**config.mk**
```make
export PLATFORM = sky130hd
export DESIGN_NAME = fibonacci_random_decoder_flat
export DESIGN_NICKNAME = d
export VERILOG_FILES = /design/src/rtl/fibonacci_random_decoder_pkg.sv /design/src/rtl/fibonacci_random_decoder_if.sv /design/src/rtl/fibonacci_random_decoder_weight_gen.sv /design/src/rtl/fibonacci_random_decoder.sv /design/src/flat_wrapper.sv
export SDC_FILE = /design/constraint.sdc
export NUM_CORES = 1
export LEC_CHECK = 0
export ABC_AREA = 1
export BUFFER_PORTS_ARGS = -buffer_cell sky130_fd_sc_hd__buf_2
export CAP_MARGIN = 25
export CORE_ASPECT_RATIO = 0.6
export CORE_MARGIN = 1.5
export CORE_UTILIZATION = 54
export DETAILED_ROUTE_END_ITERATION = 8
export PLACE_DENSITY = 0.72
export SYNTH_ARGS = -nofsm -noshare
export SYNTH_HDL_FRONTEND = slang
export SYNTH_SLANG_ARGS = --single-unit
```
**constraint.sdc**
```tcl
create_clock -name clk -period 3.8 [get_ports clk]
set_input_delay 0.19 -clock clk [delete_from_list [all_inputs] [get_ports clk]]
set_output_delay 0.19 -clock clk [all_outputs]
set_load 0.05 [all_outputs]
```
**src/rtl/fibonacci_random_decoder_pkg.sv**
```systemverilog
// Shared widths, state encoding and weight seeds for the Fibonacci
// encode/decode blocks.
package fib_pkg;

  localparam int FIB_W = 32;
  localparam int BIN_W = 16;
  localparam int ACC_W = 24;
  localparam int WGT_W = 22;

  localparam logic [1:0] IDLE = 2'd0;
  localparam logic [1:0] BUSY = 2'd1;
  localparam logic [1:0] DONE = 2'd2;

  // F(2) and F(3): the weights of bit 0 and bit 1.
  localparam logic [WGT_W-1:0] WGT_INIT0 = WGT_W'(1);
  localparam logic [WGT_W-1:0] WGT_INIT1 = WGT_W'(2);

endpackage

```
**src/rtl/fibonacci_random_decoder_if.sv**
```systemverilog
// Begin/done handshake and data bus between a requester and the
// Fibonacci decoder.
interface fibonacci_random_decoder_if;
  import fib_pkg::*;

  logic             begin_f_b;
  logic [FIB_W-1:0] input_fib;
  logic [BIN_W-1:0] output_bin;
  logic             overflow;
  logic             busy;
  logic             convert_done;

  modport master (
    output begin_f_b,
    output input_fib,
    input  output_bin,
    input  overflow,
    input  busy,
    input  convert_done
  );

  modport slave (
    input  begin_f_b,
    input  input_fib,
    output output_bin,
    output overflow,
    output busy,
    output convert_done
  );

endinterface

```
**src/rtl/fibonacci_random_decoder_weight_gen.sv**
```systemverilog
// Running Fibonacci weight pair (w_cur, w_nxt); load reseeds to (1, 2),
// step advances one position.
module fibonacci_weight_gen
  import fib_pkg::*;
(
  input  logic             clk,
  input  logic             rst,
  input  logic             load,
  input  logic             step,
  output logic [WGT_W-1:0] w_cur
);

  logic [WGT_W-1:0] w_cur_q, w_cur_d;
  logic [WGT_W-1:0] w_nxt_q, w_nxt_d;

  // The final step leaves F(34) in w_nxt, which wraps; it is never consumed.
  always_comb begin
    w_cur_d = w_cur_q;
    w_nxt_d = w_nxt_q;
    if (load) begin
      w_cur_d = WGT_INIT0;
      w_nxt_d = WGT_INIT1;
    end else if (step) begin
      w_cur_d = w_nxt_q;
      w_nxt_d = w_cur_q + w_nxt_q;
    end
  end

  always_ff @(posedge clk or negedge rst) begin
    if (!rst) begin
      w_cur_q <= WGT_INIT0;
      w_nxt_q <= WGT_INIT1;
    end else begin
      w_cur_q <= w_cur_d;
      w_nxt_q <= w_nxt_d;
    end
  end

  assign w_cur = w_cur_q;

endmodule

```
**src/rtl/fibonacci_random_decoder.sv**
```systemverilog
// Fibonacci-weighted code word to binary converter; walks all FIB_W bits
// LSB first, one per clock, so latency is fixed regardless of content.
module fibonacci_random_decoder
  import fib_pkg::*;
(
  input  logic                        clk,
  input  logic                        rst,
  fibonacci_random_decoder_if.slave   bus
);

  localparam int               IDX_W    = $clog2(FIB_W);
  localparam logic [IDX_W-1:0] IDX_LAST = IDX_W'(FIB_W - 1);
  localparam logic [ACC_W-1:0] BIN_MAX  = {{(ACC_W-BIN_W){1'b0}}, {BIN_W{1'b1}}};

  logic [1:0]       state_q, state_d;
  logic [FIB_W-1:0] sr_q, sr_d;
  logic [ACC_W-1:0] acc_q, acc_d;
  logic [IDX_W-1:0] idx_q, idx_d;
  logic [BIN_W-1:0] out_bin_q, out_bin_d;
  logic             ovf_q, ovf_d;
  logic             busy_q, busy_d;
  logic             done_q, done_d;

  logic             wgt_load;
  logic             wgt_step;
  logic [WGT_W-1:0] w_cur;
  logic [ACC_W-1:0] acc_add;

  fibonacci_weight_gen u_weight_gen (
    .clk   (clk),
    .rst   (rst),
    .load  (wgt_load),
    .step  (wgt_step),
    .w_cur (w_cur)
  );

  assign acc_add = acc_q + (sr_q[0] ? {{(ACC_W-WGT_W){1'b0}}, w_cur} : '0);

  always_comb begin
    state_d   = state_q;
    sr_d      = sr_q;
    acc_d     = acc_q;
    idx_d     = idx_q;
    out_bin_d = out_bin_q;
    ovf_d     = ovf_q;
    busy_d    = busy_q;
    done_d    = 1'b0;
    wgt_load  = 1'b0;
    wgt_step  = 1'b0;

    case (state_q)
      IDLE, DONE: begin
        state_d = IDLE;
        // A start seen in the DONE cycle gives back-to-back conversions.
        if (bus.begin_f_b) begin
          sr_d     = bus.input_fib;
          acc_d    = '0;
          idx_d    = '0;
          wgt_load = 1'b1;
          busy_d   = 1'b1;
          state_d  = BUSY;
        end
      end
      BUSY: begin
        acc_d    = acc_add;
        sr_d     = sr_q >> 1;
        wgt_step = 1'b1;
        idx_d    = idx_q + IDX_W'(1);
        if (idx_q == IDX_LAST) begin
          out_bin_d = acc_add[BIN_W-1:0];
          ovf_d     = (acc_add > BIN_MAX);
          done_d    = 1'b1;
          busy_d    = 1'b0;
          state_d   = DONE;
        end
      end
      default: state_d = IDLE;
    endcase
  end

  always_ff @(posedge clk or negedge rst) begin
    if (!rst) begin
      state_q   <= IDLE;
      sr_q      <= '0;
      acc_q     <= '0;
      idx_q     <= '0;
      out_bin_q <= '0;
      ovf_q     <= 1'b0;
      busy_q    <= 1'b0;
      done_q    <= 1'b0;
    end else begin
      state_q   <= state_d;
      sr_q      <= sr_d;
      acc_q     <= acc_d;
      idx_q     <= idx_d;
      out_bin_q <= out_bin_d;
      ovf_q     <= ovf_d;
      busy_q    <= busy_d;
      done_q    <= done_d;
    end
  end

  assign bus.output_bin   = out_bin_q;
  assign bus.overflow     = ovf_q;
  assign bus.busy         = busy_q;
  assign bus.convert_done = done_q;

endmodule

```
**src/flat_wrapper.sv**
```systemverilog
// flat-port wrapper written by rule: the top's interface ports become plain ports
module fibonacci_random_decoder_flat import fib_pkg::*;
  (clk, rst, bus_begin_f_b, bus_input_fib, bus_output_bin, bus_overflow, bus_busy, bus_convert_done);
  fibonacci_random_decoder_if bus_i ();
  input  logic clk;
  input  logic rst;
  input wire logic [$bits(bus_i.begin_f_b)-1:0] bus_begin_f_b;
  input wire logic [$bits(bus_i.input_fib)-1:0] bus_input_fib;
  output wire logic [$bits(bus_i.output_bin)-1:0] bus_output_bin;
  output wire logic [$bits(bus_i.overflow)-1:0] bus_overflow;
  output wire logic [$bits(bus_i.busy)-1:0] bus_busy;
  output wire logic [$bits(bus_i.convert_done)-1:0] bus_convert_done;
  assign bus_i.begin_f_b = bus_begin_f_b;
  assign bus_i.input_fib = bus_input_fib;
  assign bus_output_bin = bus_i.output_bin;
  assign bus_overflow = bus_i.overflow;
  assign bus_busy = bus_i.busy;
  assign bus_convert_done = bus_i.convert_done;
  fibonacci_random_decoder u_core (.clk(clk), .rst(rst), .bus(bus_i));
endmodule
```
==> qor.csv <==
metric,value,unit
cp-end-kind,register,
avgSynthCellArea,7.21,um^2
antenna_found_initial,0,
synth_adder_area_share,7.69,%
hold_viol,0,
grt_pass1_wl,33000,um
cp_num_buf_inv,3,
crit_chain,nand2_1 -> inv_1 -> ha_1 -> inv_1 -> fa_1 -> inv_1 -> nand2_1 -> nand2_1 -> and2_1 -> nand3b_1 -> nand3_1 -> nand2_1 -> nand2_1 -> nand2_1 -> nor2_1 -> nand2_1 -> nand2_1 -> nand2_1,
grt_max_degree,97,
reg2regPathDepth,18,
path_common_cell,nand2_1,
yosys.area.top_type,dfrtp_1,
crit_arrival,3.25,ns
synth-async-reset-ratio,100,%
drt_wl_total,20600,um
worst_setup_path_start_kind,register,
cpPeakStageDelay,0.87,ns
dr_total_vias,7185,
status,"finished, final reports clean",
cp_max_fo,23,
synthFlopType,dfrtp_1,
layout-drive-gt1-share,10.3,%
seqCellArea,0.00316,mm^2
fillers,1248,
fin_ws,0.862,ns
crit_type,reg2reg,
cts-root-buf,clkbuf_16,
grt_pass1_vias,6306,
initial_core_util,56.4,%
htree_levels,4,
synth_edf_count,0,
syn_area,0.00785,mm^2
min_period_over_period,77.3,%
nets,1216,
synthCells,1088,
yosysSeqAreaShare,40.2,%
slew_headroom,34.7,%
hold_class,in2reg,
min_period,2.94,ns
synth_commonest_cells,"364 x nand2_1, 139 x inv_1, 124 x dfrtp_1",
ys_top_cells_by_area,"dfrtp_1 40%, nand2_1 17%, ha_1 7.2%",
synth_nets,1170,
cap_violations,0,
clk_latency,0.42,ns
cts_buffer_depth,2,
yosys.area_share.simple,29.9,%
synthMuxAreaShare,0,%
synth_xor_area_share,1.67,%
cp.depth,18,
cts.sinks,126,
hold-path-cell-count,3,
fin_setup_tns,0,ns
cts_tree,done,
viasPerCell,5.37,
grtUsageTotal,28.4,%
gp_congestion,0.980,
synth_top_family_by_area,simple AND/OR/NAND/NOR gates,
r2r_slack,0.86,ns
ant_nets,0,
cts_setup_buffers,0,
cts_buffers,17,
die_h,96.4,um
slew_viol_final,0,
numPortBuffers,53,
rsz0062_at_grt,false,
max_freq,0.340,GHz
multiInputGateArea,0.00404,mm^2
core_area,0.0139,mm^2
yosysUniqueCellTypes,42,
drc,0,
clock_skew,0.00796,ns
dp_slack,0.960,ns
path_clk_slew,0.06,ns
die-area,0.0153,mm^2
chipWidth,159,um
synth_top_area_share,39.5,%
setup_viol,0,
required,4.11,ns
crit_slowest_cell,dfrtp_1,
wl_per_cell,15.4,um
hold-worst-slack,0.0175,ns
synth_warnings,0,
firstDrtPassIters,5,
synth-seq-cells,126,
area_growth,13.1,%
diodes,0,
rows,33,
io_pins,54,
grt_overflow,0,
hpwl,14400,um
crit_family,simple AND/OR/NAND/NOR gates,
tightest_slew,0.978,ns
synth_compound_gate_area_share,12.1,%
yosysMostFrequentCell,nand2_1,
drt_iter0_drc,645,
-- state kept, by name, indices dropped and copies added (netlist names) --
| name | count |
|---|---|
| u_core.bus.busy | 1 |
| u_core.bus.overflow | 1 |
| u_core.bus.convert_done | 1 |
| u_core.bus.output_bin | 16 |
| u_core.u_weight_gen.w_cur | 22 |
| u_core.acc_q | 24 |
| u_core.sr_q | 32 |
| u_core.u_weight_gen.w_nxt_q | 22 |
| u_core.idx_q | 5 |
| u_core.state_q | 2 |
-- stage by stage --
step                      util [%]  area (um^2)  instances
final                         63.8         8870       1339
after global routing          63.8         8870       1339
after CTS                     63.6         8850       1338
after detailed placement      59.5         8280       1305
after global placement        59.5         8280       1305
after floorplan                  -         7850       1088
-- final timing paths --
path                                       startpoint                                  endpoint
max                        u_core.sr_q[0]$_DFFE_PN0P_           u_core.bus.overflow$_DFFE_PN0P_
min in group asynchronous                         rst              u_core.acc_q[14]$_DFFE_PN0P_
min reg2reg                u_core.sr_q[4]$_DFFE_PN0P_                u_core.sr_q[4]$_DFFE_PN0P_
min                                  bus_input_fib[5]                u_core.sr_q[5]$_DFFE_PN0P_
max in group asynchronous                         rst  u_core.u_weight_gen.w_cur[0]$_DFFE_PN1P_
max reg2reg                u_core.sr_q[0]$_DFFE_PN0P_           u_core.bus.overflow$_DFFE_PN0P_
-- logic make-up (layout without fill, tap and decap cells) --
family / count (synthesis) / after routing
AND/OR/NAND/NOR: 554 / 554
buffers and inverters: 176 / 235
adder cells (fa/ha/maj): 47 / 47
AO/OA/AOI/OAI: 170 / 170
XOR/XNOR: 15 / 15
flip-flops: 126 / 126
-- repair_timing --
| item | in CTS | in global routing |
|---|---|---|
| resized for setup | 0 | 0 |
| hold buffers | 1 | 0 |
| hold endpoints to repair | 94 | 0 |
-- final cells by class --
type | instances | area share, %
clock inverter | 12 | 1.40
tap | 192 | 2.71
inverter | 143 | 6.05
sequential | 126 | 35.6
timing repair buffer | 60 | 3.91
multi-input combinational | 786 | 45.5
clock buffer | 20 | 4.92
-- cell usage in the layout, fill, tap and decap left out, types with 3 or more instances in the layout --
master,synthesis,routed
nand2_1,364,364
inv_1,139,139
dfrtp_1,124,124
nand3_1,89,89
o21ai_0,83,83
nor2_1,56,55
buf_2,2,52
a21oi_1,46,46
ha_1,45,45
clkbuf_16,0,17
o22ai_1,10,10
nand4_1,9,9
nand2_2,8,8
xnor2_1,8,8
xor2_1,7,7
o21bai_1,6,6
a22o_1,6,6
nor2_2,6,6
nor3_1,5,5
a21o_1,5,5
nand3b_1,5,5
clkinv_2,0,5
buf_4,0,5
nor2_4,3,4
inv_2,4,4
clkinvlp_4,0,4
o211ai_1,3,3
a31oi_1,3,3
clkbuf_1,25,3
-- worst reg2reg max path: stages, from the launching register on --
cell      delay [ns]
dfrtp_1         0.87
nand2_1         0.11
inv_1           0.09
ha_1            0.20
inv_1           0.07
fa_1            0.40
inv_1           0.11
nand2_1         0.05
nand2_1         0.07
and2_1          0.17
nand3b_1        0.11
nand3_1         0.09
nand2_1         0.05
nand2_1         0.11
nand2_1         0.07
nor2_1          0.10
nand2_1         0.06
nand2_1         0.06
nand2_1         0.05
-- per-layer routing --
| layer | global-route usage (%) | share of wire, % | vias to the layer above |
|---|---|---|---|
| li1 | - | - | 3598 |
| met1 | 45.9 | 53 | 3332 |
| met2 | 36.9 | 38 | 243 |
| met3 | 7.76 | 8.2 | 12 |
| met4 | 4.83 | 0.58 | 0 |
| met5 | 0 | 0 | - |
Power is not shown: default switching activity piles up to over one toggle a cycle in this logic, so the estimate is an artifact.
